===== config.mk =====
export PLATFORM = sky130hd
export DESIGN_NAME = mips_rtype_seq_ctrl
export DESIGN_NICKNAME = d
export VERILOG_FILES = /design/src/rtl/mips_rtype_seq_ctrl.sv
export SDC_FILE = /design/constraint.sdc
export NUM_CORES = 1
export LEC_CHECK = 0
export BUFFER_PORTS_ARGS = -buffer_cell sky130_fd_sc_hd__buf_2
export CAP_MARGIN = 10
export CORE_ASPECT_RATIO = 0.75
export CORE_UTILIZATION = 50
export DETAILED_ROUTE_END_ITERATION = 12
export PLACE_DENSITY = 0.83
export SYNTH_ARGS = -nofsm -noshare
export SYNTH_HDL_FRONTEND = slang
export SYNTH_SLANG_ARGS = --single-unit

===== constraint.sdc =====
create_clock -name CLK -period 4.5 [get_ports CLK]
set_input_delay 0.225 -clock CLK [delete_from_list [all_inputs] [get_ports CLK]]
set_output_delay 0.225 -clock CLK [all_outputs]
set_load 0.05 [all_outputs]

===== src/rtl/mips_rtype_seq_ctrl.sv =====
`default_nettype none
// ============================================================================
//  Module   : mips_rtype_seq_ctrl
//  Purpose  : Multi-cycle control sequencer for the R-type ALU datapath.
//             Steps each instruction through FETCH, DECODE, EXECUTE and
//             WRITEBACK. Includes an instruction-memory ready handshake, a halt
//             on illegal instructions, and a retired-instruction counter.
//  Ports    : CLK, RESET_N (async, active low)
//             RUN          - level, keep sequencing instructions
//             INSTRUCTION  - word from instruction memory
//             IMEM_READY   - INSTRUCTION valid (looked at only in FETCH)
//             IMEM_REQ     - fetch request (Moore, FETCH)
//             IR_LOAD      - pulse, instruction register captures INSTRUCTION
//             PC_WRITE     - pulse, PC <= PC + 4
//             ALU_OP       - 00 idle/add, 10 decode by funct
//             REG_WRITE    - pulse, register file writes rd
//             FUNC_CODE    - funct field latched in DECODE
//             BUSY/HALTED  - status
//             RETIRED      - completed-instruction count (wraps)
//             STATE        - current state encoding (debug)
//  Revision : 1.0  initial release
// ============================================================================
module mips_rtype_seq_ctrl #(
   parameter logic [5:0] RTYPE_OP = 6'h00,
   parameter int         CNT_W    = 16
) (
   input  logic             CLK,
   input  logic             RESET_N,
   input  logic             RUN,
   input  logic [31:0]      INSTRUCTION,
   input  logic             IMEM_READY,
   output logic             IMEM_REQ,
   output logic             IR_LOAD,
   output logic             PC_WRITE,
   output logic [1:0]       ALU_OP,
   output logic             REG_WRITE,
   output logic [5:0]       FUNC_CODE,
   output logic             BUSY,
   output logic             HALTED,
   output logic [CNT_W-1:0] RETIRED,
   output logic [2:0]       STATE
);

   typedef enum logic [2:0] {
      S_IDLE      = 3'd0,
      S_FETCH     = 3'd1,
      S_DECODE    = 3'd2,
      S_EXECUTE   = 3'd3,
      S_WRITEBACK = 3'd4,
      S_HALT      = 3'd5
   } state_t;

   localparam logic [CNT_W-1:0] C_CNT_ONE = {{(CNT_W-1){1'b0}}, 1'b1};

   state_t             r_state;
   state_t             w_next;
   logic [5:0]         r_ir_op;
   logic [5:0]         r_ir_funct;
   logic [5:0]         r_func;
   logic [CNT_W-1:0]   r_retired;
   logic               w_funct_ok;
   logic               w_legal;

   // Only the opcode and funct fields steer the sequencer; the register
   // specifiers are consumed by the datapath's own instruction register.
   logic               w_unused_instr;
   assign w_unused_instr = ^INSTRUCTION[25:6];

   always_comb begin
      w_funct_ok = 1'b0;
      case (r_ir_funct)
         6'h20, 6'h22, 6'h24, 6'h25, 6'h27, 6'h2A: w_funct_ok = 1'b1;
         default:                                 w_funct_ok = 1'b0;
      endcase
   end

   assign w_legal = (r_ir_op == RTYPE_OP) && w_funct_ok;

   // Next state and strobes. IR_LOAD/PC_WRITE are Mealy on IMEM_READY so that
   // the capture happens in the same cycle the memory reports valid data.
   always_comb begin
      w_next    = r_state;
      IMEM_REQ  = 1'b0;
      IR_LOAD   = 1'b0;
      PC_WRITE  = 1'b0;
      ALU_OP    = 2'b00;
      REG_WRITE = 1'b0;
      BUSY      = 1'b0;
      HALTED    = 1'b0;
      case (r_state)
         S_IDLE: begin
            if (RUN) w_next = S_FETCH;
         end
         S_FETCH: begin
            IMEM_REQ = 1'b1;
            BUSY     = 1'b1;
            if (IMEM_READY) begin
               IR_LOAD  = 1'b1;
               PC_WRITE = 1'b1;
               w_next   = S_DECODE;
            end else if (!RUN) begin
               // Stop is only honoured while no word has been taken yet.
               w_next = S_IDLE;
            end
         end
         S_DECODE: begin
            BUSY   = 1'b1;
            w_next = w_legal ? S_EXECUTE : S_HALT;
         end
         S_EXECUTE: begin
            BUSY   = 1'b1;
            ALU_OP = 2'b10;
            w_next = S_WRITEBACK;
         end
         S_WRITEBACK: begin
            BUSY      = 1'b1;
            ALU_OP    = 2'b10;
            REG_WRITE = 1'b1;
            w_next    = RUN ? S_FETCH : S_IDLE;
         end
         S_HALT: begin
            // Sticky until reset; RUN and IMEM_READY are deliberately ignored.
            HALTED = 1'b1;
            w_next = S_HALT;
         end
         default: begin
            w_next = S_IDLE;
         end
      endcase
   end

   always_ff @(posedge CLK or negedge RESET_N) begin
      if (!RESET_N) begin
         r_state    <= S_IDLE;
         r_ir_op    <= 6'h00;
         r_ir_funct <= 6'h00;
         r_func     <= 6'h00;
         r_retired  <= '0;
      end else begin
         r_state <= w_next;
         if (IR_LOAD) begin
            r_ir_op    <= INSTRUCTION[31:26];
            r_ir_funct <= INSTRUCTION[5:0];
         end
         if (r_state == S_DECODE) begin
            r_func <= r_ir_funct;
         end
         if (r_state == S_WRITEBACK) begin
            r_retired <= r_retired + C_CNT_ONE;
         end
      end
   end

   assign FUNC_CODE = r_func;
   assign RETIRED   = r_retired;
   assign STATE     = r_state;

endmodule
`default_nettype wire

### After elaboration in Yosys (flattened, before gate mapping)

Cells that the tools add are included.
W data, S select, Z words.

| word-level totals | value |
|---|---|
| bits in registers | 37 |
| latch bits | 0 |
| RAM bits | 0 |
| ROM bits | 0 |
| input port bits | 36 |
| output and inout bits | 33 |
| logic and storage cells | 40 |
| memories | 0 |

| cells by class | value |
|---|---|
| $add $sub $neg | 1 |
| multipliers | 0 |
| divide/modulo/power cells | 0 |
| order comparisons | 0 |
| eq/ne operators | 13 |
| shifts and indexed selects | 0 |
| mux-type cells | 14 |
| bitwise logic cells | 0 |
| reductions and logical operators | 7 |

Operators by type and width:

| operator | number |
|---|---|
| $eq A6 B6 Y1 const B | 6 |
| $pmux W3 S6 | 1 |
| $add A16 B1 Y16 const B | 1 |
| $mux W3 | 4 |
| $mux W1 | 8 |
| $eq A3 B2 Y1 const B | 2 |
| $eq A3 B3 Y1 const B | 2 |
| $logic_not A6 Y1 | 1 |
| $reduce_or A6 Y1 | 1 |
| $reduce_or A4 Y1 | 1 |
| $eq A3 B1 Y1 const B | 1 |
| $logic_not A3 Y1 | 1 |
| $ne A3 B3 Y1 const B | 1 |
| $mux W2 | 1 |
| $ne A2 B2 Y1 const B | 1 |
| $reduce_and A2 Y1 | 1 |
| $reduce_or A2 Y1 | 1 |
| $logic_and A1 B1 Y1 | 1 |

### Depth between registers and ports, before layout

| depth | value |
|---|---|
| depth after elaboration | 6 |
| depth in mapped cells | 6 |
| mapped depth without buffers | 4 |

### Worst setup path before layout

Ideal clock, no wire load.

| timing path | value |
|---|---|
| path type | reg2reg |
| start | reg r_state[0], in the netlist STATE[0] |
| end | reg r_ir_funct[2] |
| setup time | 0.125 ns |
| data arrival time | 3.069 ns |
| required time | 4.375 ns |
| path slack | 1.306 ns |
| stages on the path, launching flop included | 7 |
| buffers on the path | 3 |
| period minus slack after synthesis | 3.194 ns |
| path through | dfrtp_1 -> buf_4 -> nor3b_1 -> and2_2 -> clkbuf_4 -> clkbuf_8 -> mux2_2 |

| on the way | value |
|---|---|
| longest elaborated chain between the ends | 2 |

RTL lines:

| item | RTL line | RTL |
|---|---|---|
| from (decl) | 55 | `state_t r_state;` |
| from (signal assigned) | 140 | `r_state <= w_next;` |
| $eq A3 B1 Y1 | 90 | `case (r_state)` |
| $mux W1 | 90 |  |
| via IR_LOAD | 33 | `output logic IR_LOAD,` |
| to (signal assigned) | 143 | `r_ir_funct <= INSTRUCTION[5:0];` |
| to (decl) | 58 | `logic [5:0] r_ir_funct;` |

The timed path passes the listed nets, and every way through them passes these cells.
A chain may end at the register's enable or synchronous reset.

### Final worst setup path

| timing path | value |
|---|---|
| start | reg r_state[0], in the netlist STATE[0] |
| end | out IR_LOAD |

| on the way | value |
|---|---|
| longest elaborated chain between the ends | 2 |

RTL lines:

| item | RTL line |
|---|---|
| $eq A3 B1 Y1 | 90 |
| $mux W1 | 90 |
| to (decl) | 33 |

Every way passes these cells.

==> impl_metrics.tcl <==
set metrics [dict create \
    post_cts_buffers 0 \
    gp_congestion 0.715 \
    vdd_ir_drop_max_mv 0.205 \
    cp-start-kind "flip-flop" \
    grt_max_degree 38 \
    ys_top_cells_by_area "dfrtp_1 57%, mux2_2 13%, xnor2_1 7.5%" \
    fin_setup_tns_ps 0 \
    maxCapViolCount 0 \
    seqPwrFrac 0.605 \
    crit_fanout 15 \
    crit_type "flip-flop to primary output" \
    drc 0 \
    grt-ovfl-total 0 \
    synth_flop_cell "dfrtp_1" \
    synth_area_per_cell_um2 12.9 \
    yosysMostFrequentCell "dfrtp_1" \
    tightest_slew_ps 774 \
    cts_resized 0 \
    first_iter_violations 31 \
    power.switching_uw 111 \
    n_antenna_cell 0 \
    ant_nets 0 \
    fmax_mhz 485 \
    grt_pass1_vias 1062 \
    critPathLaunch "STATE[0]" \
    first_pass_iters 4 \
    drive_gt1_frac 0.442 \
    die_w_um 68.1 \
    hold_viol 0 \
    numCtsBuffers 5 \
    post-dp-hpwl_um 2220 \
    outcome "finished, final reports clean" \
    clockPowerShare 0.369 \
    via_per_inst 5.18 \
    start_util 0.542 \
    ioPinCount 69 \
    yosys_register_bits 37 \
    die_area_mm2 0.00351 \
    worstSetupEndpointType "primary output" \
    synth.distinct_cells 32 \
    ff2ff_path_depth 3 \
    fillers 243 \
    worst_r2r_endpoint "r_ir_funct[1]" \
    wire_per_inst_um 13.8 \
    area_growth_pct 18.1 \
    slew_headroom 0.484 \
    cts_max_path_buffers 2 \
    p_sw_frac 0.201 \
    vias 1087 \
    regToRegSetupSlack_ps 2780 \
    yosysTopAreaCellShare 0.566 \
    fp-row-count 17 \
    cts_max_level 2 \
    grtUsageTotal 0.199 \
    power.total_uw 550 \
    ys_seq_area_frac 0.566 \
    clock_latency_ps 280 \
    synth.net_count 164 \
    async_reset_ff_frac 1.00 \
    fin_skew_ps 3.57 \
    crit-reg2reg-launch "STATE[0]" \
    fin_crit_ps 2060 \
    synth-edff-count 0 \
    cts_tree "done" \
    clock-sinks 37 \
    clock_tree.root_cell "clkbuf_8" \
    power.density_mw_per_mm2 284 \
    power_frac_comb 0.026 \
    final.period_utilization 0.458 \
    totalWireLength_um 2890 \
    grt_pass1_wl_um 4860 \
    cellLeakagePower_uw 0.00104 \
    rsz0062_at_grt "no" \
    maxSlewViolCount 0 \
    final_nets 210 \
    path_clk_slew_ps 70 \
    synthCells 127 \
    io_buffers 47 \
    setup_violations 0 \
    synth_warnings 0 \
    yosys.area.top_type "dfrtp_1" \
    ctsHoldBuffers 0 \
    crit_arrival_ps 1840 \
    antenna_found_initial 0 \
    synthTopCellsByCount "37 x dfrtp_1, 19 x mux2_2, 14 x xnor2_1" \
    dieHeight_um 51.5 \
    syn_area_mm2 0.00164 \
    core_area_mm2 0.00302 \
    p_int_uw 439 \
    cp.required_ps 4280 \
    hp-class "input port to async pin" \
]
[worst max-delay path: stages (launching register included)]
cell and delay [ps]:
dfrtp_1 520, nor3b_1 300, and2_2 410, buf_2 330
[how the worst max path moves through the flow]
stage                     to  slack, ps
2_1_floorplan  r_ir_funct[2]       1310
3_3_place_gp         IR_LOAD       2840
3_5_place_dp         IR_LOAD       2730
4_1_cts              IR_LOAD       2420
5_1_grt             PC_WRITE       2300
6_report             IR_LOAD       2440
[logic make-up (layout without fill, tap and decap cells)]
family / Yosys count / after routing / share of synthesized area
other: 1 / 1 / 0.00229
buffers and inverters: 10 / 55 / 0.0413
muxes: 20 / 20 / 0.140
xor gates and xnor gates: 16 / 16 / 0.0856
and+or+nand+nor: 36 / 36 / 0.135
adders and majority gates: 1 / 1 / 0.00764
DFF: 37 / 37 / 0.566
AOI/OAI and AO/OA: 6 / 6 / 0.0229
[state kept, by name (all words and copies together), names as in the netlist]
name        cells
r_ir_funct      6
FUNC_CODE       6
STATE           3
RETIRED        16
r_ir_op         6
[metrics by stage]
| step | hold slack [ps] | setup slack [ps] | area, um2 | instances | utilization |
|---|---|---|---|---|---|
| 2_1_floorplan | -70.6 | 1310 | 1640 | 127 | - |
| 3_5_place_dp | 350 | 2730 | 1860 | 204 | 0.616 |
| 5_1_grt | 71.0 | 2300 | 1930 | 210 | 0.640 |
| 4_1_cts | 41.4 | 2420 | 1930 | 210 | 0.640 |
| 6_report | 17.7 | 2440 | 1930 | 210 | 0.640 |
| 3_3_place_gp | 331 | 2840 | 1860 | 204 | 0.616 |
[area by class of cell]
cell class / count / area, um2 / share of cell area
inverter: 2 / 7.51 / 0.00388
timing repair buffer: 47 / 235 / 0.122
clock inverter: 1 / 5.00 / 0.00259
clock buffer: 5 / 68.8 / 0.0356
multi-input combinational: 80 / 643 / 0.333
tap: 38 / 47.5 / 0.0246
sequential: 37 / 926 / 0.479
[power by group through the flow]
stage	registers, uW	clock network (uW)	logic [uW]
detailed placement	339	0	14.9
global placement	339	0	14.4
floorplan	339	0	2.99
global route	332	227	16.7
CTS	333	211	14.9
finish	333	203	14.3
[routing by layer]
| layer | part of all wire | up-vias | routed length [um] | GRT usage |
|---|---|---|---|---|
| met5 | 0 | - | 0 | 0 |
| met4 | 0.0059 | 0 | 17 | 0.0729 |
| met3 | 0.042 | 2 | 120 | 0.0789 |
| met2 | 0.50 | 24 | 1430 | 0.320 |
| met1 | 0.46 | 537 | 1320 | 0.239 |
| li1 | - | 524 | - | - |
[cell usage in the layout (no fill, tap or decap), types with 4 or more instances in the layout]
cell	count
and3_1	5
dfrtp_1	37
clkbuf_8	5
mux2_2	19
nand4_1	4
nand2_1	7
buf_2	47
xnor2_1	14
nand3_1	7
No activity file was read; power rests on OpenSTA's default activity.
